## src/rtl/fifo_wr_arb.sv

```systemverilog
// Round-robin write arbiter that shares one fifo_mf write port among NUM_REQ producers.
// A grant lasts up to MAX_BURST words, and then priority rotates to the next producer.
module fifo_wr_arb #(
    parameter int NUM_REQ    = 4,
    parameter int DATA_WIDTH = 32,
    parameter int MAX_BURST  = 4,
    localparam int ID_WIDTH  = $clog2(NUM_REQ),
    localparam int BC_WIDTH  = $clog2(MAX_BURST + 1)
) (
    input  logic                          clock,
    input  logic                          reset_n,
    input  logic [NUM_REQ-1:0]            req_valid,
    input  logic [NUM_REQ*DATA_WIDTH-1:0] req_data,
    output logic [NUM_REQ-1:0]            req_ready,
    input  logic                          fifo_full,
    output logic                          fifo_wrreq,
    output logic [DATA_WIDTH-1:0]         fifo_data,
    output logic                          busy,
    output logic [ID_WIDTH-1:0]           owner,
    output logic [31:0]                   wr_count,
    output logic                          dbg_state,
    output logic [ID_WIDTH-1:0]           dbg_rr_ptr,
    output logic [BC_WIDTH-1:0]           dbg_burst_cnt
);

    // Handshake: word i transfers in a cycle where req_valid[i] & req_ready[i]; the producer
    // holds data and valid until then, and req_ready is combinational within the same cycle.

    typedef enum logic {IDLE, OWN} state_t;

    state_t                state, state_n;
    logic [ID_WIDTH-1:0]   rr_ptr, rr_ptr_n;
    logic [ID_WIDTH-1:0]   owner_n;
    logic [BC_WIDTH-1:0]   burst_cnt, burst_n;
    logic [31:0]           wr_cnt;

    logic [NUM_REQ-1:0]    grant;
    logic [ID_WIDTH-1:0]   sel;
    logic [ID_WIDTH-1:0]   win_id;
    logic [ID_WIDTH-1:0]   idx;
    logic                  win_found;

    function automatic logic [ID_WIDTH-1:0] next_id(input logic [ID_WIDTH-1:0] id);
        next_id = (id == ID_WIDTH'(NUM_REQ - 1)) ? '0 : id + 1'b1;
    endfunction

    // The search starts at rr_ptr and wraps at NUM_REQ.
    always_comb begin
        win_found = 1'b0;
        win_id    = '0;
        idx       = '0;
        for (int k = 0; k < NUM_REQ; k++) begin
            idx = ID_WIDTH'((int'(rr_ptr) + k) % NUM_REQ);
            if (!win_found && req_valid[idx]) begin
                win_found = 1'b1;
                win_id    = idx;
            end
        end
    end

    always_comb begin
        grant    = '0;
        sel      = owner;
        state_n  = state;
        rr_ptr_n = rr_ptr;
        owner_n  = owner;
        burst_n  = burst_cnt;
        case (state)
            IDLE: begin
                if (!fifo_full && win_found) begin
                    grant[win_id] = 1'b1;
                    sel           = win_id;
                    owner_n       = win_id;
                    if (MAX_BURST == 1) begin
                        rr_ptr_n = next_id(win_id);
                    end else begin
                        state_n = OWN;
                        burst_n = BC_WIDTH'(1);
                    end
                end
            end
            OWN: begin
                if (req_valid[owner]) begin
                    if (!fifo_full) begin
                        grant[owner] = 1'b1;
                        burst_n      = burst_cnt + 1'b1;
                        if (burst_n == BC_WIDTH'(MAX_BURST)) begin
                            state_n  = IDLE;
                            rr_ptr_n = next_id(owner);
                        end
                    end
                end else begin
                    // The owner went idle, so the grant is released and this cycle carries no write.
                    state_n  = IDLE;
                    rr_ptr_n = next_id(owner);
                end
            end
            default: state_n = IDLE;
        endcase
    end

    always_ff @(posedge clock or negedge reset_n) begin
        if (!reset_n) begin
            state     <= IDLE;
            rr_ptr    <= '0;
            owner     <= '0;
            burst_cnt <= '0;
            wr_cnt    <= '0;
        end else begin
            state     <= state_n;
            rr_ptr    <= rr_ptr_n;
            owner     <= owner_n;
            burst_cnt <= burst_n;
            if (fifo_wrreq) begin
                wr_cnt <= wr_cnt + 32'd1;
            end
        end
    end

    // Outputs are gated by reset_n so that asserting reset mid-burst stops the write at once.
    assign req_ready     = reset_n ? grant : '0;
    assign fifo_wrreq    = |req_ready;
    assign fifo_data     = fifo_wrreq ? req_data[int'(sel)*DATA_WIDTH +: DATA_WIDTH] : '0;
    assign busy          = (state == OWN);
    assign wr_count      = wr_cnt;
    assign dbg_state     = (state == OWN);
    assign dbg_rr_ptr    = rr_ptr;
    assign dbg_burst_cnt = burst_cnt;

endmodule
```

## config.mk

```make
export PLATFORM = sky130hd
export DESIGN_NAME = fifo_wr_arb
export DESIGN_NICKNAME = d
export VERILOG_FILES = /design/src/rtl/fifo_wr_arb.sv
export SDC_FILE = /design/constraint.sdc
export NUM_CORES = 1
export LEC_CHECK = 0
export ABC_AREA = 1
export CORE_ASPECT_RATIO = 2
export CORE_MARGIN = 10
export CORE_UTILIZATION = 42
export DETAILED_ROUTE_END_ITERATION = 6
export GPL_TIMING_DRIVEN = 0
export PLACE_DENSITY = 0.8
export SYNTH_ARGS = -nofsm -noshare
export SYNTH_HDL_FRONTEND = slang
export SYNTH_SLANG_ARGS = --single-unit
```

## constraint.sdc

```tcl
create_clock -name clock -period 2.7 [get_ports clock]
set_input_delay 0.54 -clock clock [delete_from_list [all_inputs] [get_ports clock]]
set_output_delay 0.54 -clock clock [all_outputs]
set_load 0.005 [all_outputs]
```

Word-level counts from Yosys, hierarchy flattened --
Cells that the tools add are included. W data, S select, Z words.
Operators by class: $add $sub $neg 6, bitwise logic cells 1, magnitude comparators 8, mux-type cells 43, equal/unequal tests 7, shift operators 1, reductions and logical operators 13
Operators with widths (count):
- $shiftx A128 B8 Y32 | 1
- $add A32 B1 Y32 const B | 1
- $mux W32 | 1
- $mux W2 | 10
- $lt A2 B3 Y1 const B | 6
- $mux W4 | 4
- $mux W1 | 15
- $bmux W1 S2 | 5
- $mux W3 | 3
- $pmux W4 S2 | 1
- $logic_and A1 B1 Y1 | 6
- $ne A2 B2 Y1 const B | 3
- $pmux W3 S2 | 1
- $reduce_and A3 Y1 | 2
- $add A2 B1 Y2 const B | 2
- $add A2 B2 Y2 const B | 2
- $demux W1 S2 | 2
- $ge A2 B1 Y1 const B | 2
- $logic_not A1 Y1 | 4
- $ne A2 B1 Y1 const B | 2
- $reduce_or A4 Y1 | 1
- $add A3 B1 Y3 const B | 1
- $eq A3 B3 Y1 const B | 1
- $eq A2 B2 Y1 const B | 1
- other kinds (2) | 2
Word-level totals: input bits 135, register bits 40, output and inout bits 78, word-level logic and storage cells 84

Depth between registers and ports, before layout --
Gate-level depths: netlist (run 1).
word-level depth 21, depth in mapped cells 19, gate-level depth less buffers 16

Least setup slack after synthesis (run 1) --
OpenSTA, ideal clock, no wires.
path type reg2out, start point reg rr_ptr[0] (netlist: dbg_rr_ptr[0]), end point out fifo_data[24], arrival 2.006 ns, data required time 2.160 ns, buffers on the path 4, stages on the path, launching flop included 18, slack 0.154 ns, cells stage by stage dfrtp_1 -> buf_6 -> inv_4 -> buf_6 -> nand2_1 -> nand3_2 -> nand2_2 -> nor2_4 -> nand3_2 -> nand2_4 -> inv_4 -> nand2_1 -> nand2_2 -> buf_6 -> buf_6 -> a21oi_1 -> o21ai_1 -> a21oi_2
Between the ends: word-level cells in the longest chain between the ends 21, elaborated cells between the ends (all ways) 39, those cells by class add/sub: 3; order compare: 2; shift: 1; mux: 24; reduce/logical: 9
RTL lines:
- start, declared | RTL line 32 | logic [ID_WIDTH-1:0] rr_ptr, rr_ptr_n;
- start signal, assigned | RTL line 111 | rr_ptr <= rr_ptr_n;
- branches (longest 20 deep; another with $lt A2 B3 Y1)
- $mux W32 (*) | RTL line 123 | assign fifo_data = fifo_wrreq ? req_data[int'(sel)*DATA_WIDTH +: DATA_WIDTH] : '0;
- end, declared | RTL line 17 | output logic [DATA_WIDTH-1:0] fifo_data,
Mark *: on every way between the ends. The select of a mux whose other input is x is not followed.

Worst setup path in the final report (run 1) --
start point reg rr_ptr[0] (netlist: dbg_rr_ptr[0]), end point out fifo_data[26]
The elaborated chain is that of the path after synthesis.

==> results.yml, run 1 <==
sta:
  hold_slack_ns: 0.1058
  report.final.slew_viol_count: 0
  timing.fmax_mhz: 305.1
  hold_viol: 0
  setup_violations: 37
  fin_skew_ns: 0.004717
  setup_tns_ns: -17.27
  finalCritPeriodShare: 1.214
  period_minus_slack_ns: 3.278
  setup_slack_ns: -0.5777
  maxSlewHeadroom: 0.5107
  rsz0062_at_grt: "yes"
  tightest_slew_ns: 0.7284
cts:
  clkSlewWorstSetupHoldPaths_ns: 0.06
  clockBufferDepth: 2
  clockRootBuffer: "clkbuf_16"
  cts-htree-levels: 2
  clock_latency_ns: 0.29
  clock_sinks: 40
  cts_tree: "yes"
  cts_buffers: 5
  cts_hold_buf: 0
global_routing:
  grt_pass1_vias: 5842
  overflow: 0
  grt.total_usage: 0.2651
  antenna_found_initial: 0
  grt_max_degree: 39
  grt_pass1_wl_mm: 31.37
power_and_ir_drop:
  leakagePower_uw: 0.003599
  pwr_density_cell_nw_per_um2: 1049
  ir_drop_mv: 0.7557
  power_uw: 7911
setup_path:
  endpoint: "fifo_data[26]"
  crit_family: "simple AND/OR/NAND/NOR gates"
  worstPathCellList: "buf_6 -> inv_6 -> buf_6 -> nand2_2 -> nand2_2 -> nand2_2 -> nand2_4 -> nand4_1 -> nand2_1 -> nor2_4 -> nand3_2 -> nand2_2 -> nand2_2 -> nand2_2 -> nor2_4 -> buf_6 -> buf_12 -> a21oi_2 -> buf_2"
  critPathCaptureType: "primary output"
  crit_top_cell: "nand2_2"
  cp_slowest_stage_delay_ns: 0.40
  worstRegToRegCells: 18
  startpoint: "dbg_rr_ptr[0]"
  cp_max_fo: 6
  cp_slowest_cell: "dfrtp_1"
  reg2reg_from: "dbg_rr_ptr[0]"
  crit_arrival_ns: 2.74
  critPathLaunchType: "register"
  required_ns: 2.16
  crit_buf_inv: 6
  rrSetupSlack_ns: 0.20
  cp_num_cells: 19
  regToRegEndpoint: "wr_count[25]"
  critPathKind: "register to primary output"
cells_and_area:
  nets: 1110
  syn_to_final_growth_pct: 76.46
  layout-drive-gt1-share: 0.2366
  antennaDiodeCount: 0
floorplanning:
  die-width_um: 91.33
  die_area_um2: 14860
  die_y_um: 162.7
  start_util: 0.4266
  rows: 52
  ioPinCount: 213
  coreArea_um2: 10020
place:
  gp_congestion: 1.030
  hpwl_mm: 16.71
  port_buffers: 212
  pre_cts_ws_ns: -1.210
synth:
  synthCells: 712
  synth_top_family_by_area: "simple AND/OR/NAND/NOR gates"
  synth_xor_xnor_area_share: 0.06352
  synth_compound_area_frac: 0.1505
  synth-seq-cells: 40
  ys_warn_count: 0
  seq_area_frac_synth: 0.2342
  synth_fa_ha_area_frac: 0.02049
  async_reset_ff_frac: 1.000
  synth.distinct_cells: 34
  synth_edf_count: 0
  syn_area_um2: 4274
  muxShareOfSynthArea: 0
  syn_nets: 854
  ys.flop_type: "dfrtp_1"
  synth_simple_gate_area_frac: 0.4148
  avgSynthCellArea_um2: 6.003
worst_hold_path:
  hp-class: "input port to asynchronous set/reset pin"
drt:
  vias_per_cell: 5.249
  vias: 5790
  wirelength_mm: 21.29
  wl_per_cell_um: 19.30
  drcViolationCount: 0
  drt_iter0_markers: 281
  final_antenna_net_count: 0
  drt_first_pass_iters: 4
status:
  outcome: "complete, but fails checks"
  violations: "setup timing"
flow_run:
  maxCapViolations: 0
==> registers in the layout, summed over array words and instances (netlist names) <==
name and flops:
dbg_burst_cnt 3, owner 2, dbg_rr_ptr 2, busy 1, wr_count 32
==> synth_stat cells (7+ instances only) <==
library cell / instances / area share
a21oi_1: 56 / 0.066
a21oi_2: 10 / 0.020
buf_2: 15 / 0.018
buf_4: 8 / 0.014
buf_6: 9 / 0.024
dfrtp_1: 40 / 0.23
ha_1: 7 / 0.020
inv_1: 60 / 0.053
nand2_1: 293 / 0.26
nand2_2: 9 / 0.013
nand3_1: 51 / 0.060
nand4_1: 9 / 0.013
nor2_1: 29 / 0.025
nor3_1: 15 / 0.018
nor4_1: 8 / 0.012
o21ai_0: 11 / 0.013
o21ai_1: 30 / 0.035
xnor2_1: 11 / 0.023
xor2_1: 20 / 0.041
==> per-stage QoR <==
step	std cells	cell area, um2	util
2_1_floorplan	712	4274	-
3_3_place_gp	1059	6565	0.6552
3_5_place_dp	1060	6580	0.6567
4_1_cts	1091	7207	0.7193
5_1_grt	1103	7542	0.7527
6_report	1103	7542	0.7527
==> where the power goes <==
part	total [uW]	internal, uW	switching (uW)
Sequential	828	687	140
Clock	777	525	252
Combinational	6310	2900	3410
Total	7910	4110	3800
==> layer usage <==
metal	global-route usage	vias up	part of all wire
li1	-	2783	-
met1	0.2306	2678	0.32
met2	0.5268	278	0.55
met3	0.08957	51	0.087
met4	0.1096	0	0.043
met5	0	-	0
==> cells in the final DEF, fill, tap and decap left out, types with 9 or more instances in the layout <==
cell | netlist | routed
a21oi_1 | 56 | 27
a21oi_2 | 10 | 39
buf_2 | 15 | 42
buf_4 | 8 | 21
buf_6 | 9 | 26
buf_8 | 0 | 9
clkdlybuf4s50_1 | 0 | 170
dfrtp_1 | 40 | 39
inv_1 | 60 | 55
nand2_1 | 293 | 267
nand2_2 | 9 | 25
nand2_4 | 1 | 9
nand3_1 | 51 | 43
nand4_1 | 9 | 9
nor2_1 | 29 | 24
nor3_1 | 15 | 15
o21ai_1 | 30 | 30
xnor2_1 | 11 | 11
xor2_1 | 20 | 20
==> cell type report <==
class / instances / area, um2
buffer: 35 / 372.9
clock inverter: 2 / 60.06
tap: 135 / 168.9
multi-input combinational: 572 / 3127
fill: 837 / 2477
inverter: 64 / 270.3
timing repair buffer: 250 / 2416
sequential: 40 / 1002
clock buffer: 5 / 125.1
==> how the worst min path moves through the flow <==
stage / startpoint / endpoint / slack, ns / depth (start not counted)
2_1_floorplan: reset_n / busy / 0.24 / 0
3_3_place_gp: wr_count[31] / wr_count[31] / 0.54 / 2
3_5_place_dp: reset_n / wr_count[17] / 0.41 / 1
4_1_cts: reset_n / wr_count[12] / 0.11 / 1
5_1_grt: reset_n / dbg_rr_ptr[0] / 0.12 / 1
6_report: reset_n / wr_count[11] / 0.11 / 1
==> cells by family (layout without fill, tap and decap cells) <==
family	after synthesis	after routing
AO/OA/AOI/OAI	113	113
XOR/XNOR	31	31
adder cells (fa/ha/maj)	7	7
buffers and inverters	100	356
flip-flops	40	40
AND/OR/NAND/NOR	421	421
==> timing repair <==
| action | 4_1_cts | 5_1_grt |
|---|---|---|
| setup buffers | 21 | 9 |
| cloned | 4 | 3 |
| endpoints found under the setup margin | 37 | 39 |
| endpoints found under the hold margin | 0 | 0 |
| resized for setup | 258 | 60 |
| pin swaps | 33 | 40 |
(Power assumes the default switching activity.)
==> inputs of run 2 (changes only) <==
==> constraint.sdc (replaced) <==
create_clock -name clock -period 3.4 [get_ports clock]
set_input_delay 0.68 -clock clock [delete_from_list [all_inputs] [get_ports clock]]
set_output_delay 0.68 -clock clock [all_outputs]
set_load 0.005 [all_outputs]
==> run 2 against run 1 <==
Compared with the run above: the run still ends with setup timing left; via count shrank 1.0%; sequential share of layout area is 0.32 points higher; hold slack better by 0.13 ns; first-iteration DRC count fell by 17%; wire length up 0.59%; clock power is 20% lower; clock skew is 0.0011 ns higher; cell area is 2.4% lower; power shrank 23%; combinational power down 24%; die area is the same; highest routed layer unchanged.
==> results.yml, run 2 (synthesis results as in run 1) <==
status:
  outcome: "complete, but fails checks"
  violations: "setup timing"
power_and_ir_drop:
  comb_power_share: 0.788
  p_sw_frac: 0.4947
  pwr_density_cell_nw_per_um2: 822.8
  clkPwrFrac: 0.103
  netSwitchingPower_uw: 2998
  power_uw: 6060
  leakagePower_uw: 0.003569
  p_int_uw: 3062
  ir_drop_mv: 0.6363
  pwr-share-seq: 0.109
drt:
  final_antenna_net_count: 0
  drt_first_pass_iters: 5
  vias: 5730
  wl_per_cell_um: 19.59
  wirelength_mm: 21.42
  vias_per_cell: 5.242
  drcViolationCount: 0
  drt_iter0_markers: 232
setup_path:
  critPathLaunchType: "register"
  startpoint: "dbg_rr_ptr[0]"
  critPathCaptureType: "primary output"
  rrSetupSlack_ns: 0.80
  crit_top_cell: "nand2_2"
  critPathKind: "register to primary output"
  regToRegEndpoint: "wr_count[25]"
  endpoint: "fifo_data[30]"
  cp_slowest_cell: "dfrtp_1"
  worstRegToRegCells: 20
  crit_arrival_ns: 2.73
  required_ns: 2.72
  worstPathCellList: "buf_6 -> inv_8 -> clkbuf_16 -> nand2_4 -> nand2_2 -> nand2_2 -> nand2_2 -> nor2_4 -> buf_6 -> nand4_1 -> nand3_1 -> nand3_2 -> nand2_2 -> nand2_2 -> nand2_2 -> nor2_4 -> buf_12 -> clkbuf_16 -> a21oi_2 -> buf_2"
  reg2reg_from: "dbg_rr_ptr[0]"
  cp_max_fo: 6
  cp_slowest_stage_delay_ns: 0.37
cts:
  clock_sinks: 40
  clkSlewWorstSetupHoldPaths_ns: 0.06
  clock_latency_ns: 0.29
  cts_tree: "yes"
  clockBufferDepth: 2
  cts_buffers: 5
  cts_hold_buf: 0
  cts-htree-levels: 2
  clockRootBuffer: "clkbuf_16"
floorplanning:
  die_area_um2: 14860
  start_util: 0.4266
  rows: 52
  ioPinCount: 213
  die-width_um: 91.33
  coreArea_um2: 10020
  die_y_um: 162.7
sta:
  timing.fmax_mhz: 293.6
  rsz0062_at_grt: "yes"
  setup_slack_ns: -0.005640
  maxSlewHeadroom: 0.5036
  tightest_slew_ns: 0.7389
  hold_viol: 0
  setup_tns_ns: -0.01121
  finalCritPeriodShare: 1.002
  period_minus_slack_ns: 3.406
  report.final.slew_viol_count: 0
  setup_violations: 2
  fin_skew_ns: 0.005790
cells_and_area:
  largest_reg_flops: 32
  fin_util: 0.7350
  nets: 1100
  postLayoutCellArea_um2: 7365
  mostFrequentLayoutCells: "270 x nand2_1, 172 x clkdlybuf4s50_1, 57 x inv_1, 44 x nand3_1, 42 x buf_2"
  syn_to_final_growth_pct: 72.31
  final_common_cell: "nand2_1"
  layout-drive-gt1-share: 0.2192
  antennaDiodeCount: 0
place:
  gp_congestion: 1.030
  pre_cts_ws_ns: -0.7898
  hpwl_mm: 16.71
  port_buffers: 212
  placed_area_um2: 6580
global_routing:
  grt.total_usage: 0.2594
  grt_pass1_vias: 5695
  antenna_found_initial: 0
  grt_pass1_wl_mm: 30.69
  grt_max_degree: 39
  overflow: 0
worst_hold_path:
  hp-class: "input port to asynchronous set/reset pin"
flow_run:
  maxCapViolations: 0
[run 2: worst max-delay path, delay by kind of cell (launching register included)]
kind / cells / cell delay, ns
compound gates: 1 / 0.09
buf+inv: 7 / 0.88
flops: 1 / 0.37
simple gates: 12 / 1.06
[run 2: worst min-delay path by stage]
stage | from | to | slack, ns
6_report | reset_n | wr_count[11] | 0.24
3_3_place_gp | wr_count[31] | wr_count[31] | 0.54
4_1_cts | reset_n | wr_count[12] | 0.25
5_1_grt | reset_n | dbg_rr_ptr[0] | 0.25
2_1_floorplan | reset_n | busy | 0.38
3_5_place_dp | reset_n | wr_count[17] | 0.55
[run 2: power by group through the flow]
| stage | registers, uW | clock network (uW) | logic (uW) |
|---|---|---|---|
| floorplan | 635 | 0 | 2230 |
| global placement | 660 | 0 | 3660 |
| detailed placement | 659 | 0 | 3690 |
| CTS | 654 | 620 | 3970 |
| global route | 671 | 644 | 5100 |
| finish | 662 | 624 | 4770 |
[run 2: layout make-up]
| type | instances | area (um2) |
|---|---|---|
| Clock inverter | 2 | 60.06 |
| Fill cell | 881 | 2655 |
| Inverter | 64 | 260.3 |
| Timing Repair Buffer | 241 | 2313 |
| Sequential cell | 40 | 1002 |
| Multi-Input combinational cell | 572 | 3112 |
| Clock buffer | 5 | 125.1 |
| Buffer | 34 | 322.8 |
| Tap cell | 135 | 168.9 |
[run 2: repair_timing]
item | 4_1_cts | 5_1_grt
cloned | 0 | 7
resized for setup | 157 | 131
buffers inserted | 6 | 16
pin swaps | 13 | 28
endpoints found under the setup margin | 37 | 37
[run 2: metal layers]
layer / track usage / up-vias / part of all wire
li1: - / 2768 / -
met1: 0.2251 / 2618 / 0.32
met2: 0.5151 / 289 / 0.55
met3: 0.08957 / 55 / 0.090
met4: 0.1067 / 0 / 0.042
met5: 0 / - / 0
[run 2: metrics by stage]
step / hold WS [ns] / instances
after floorplan: 0.3844 / 712
after global placement: 0.5436 / 1059
after detailed placement: 0.5529 / 1060
after CTS: 0.2469 / 1072
after global routing: 0.2547 / 1093
final: 0.2398 / 1093
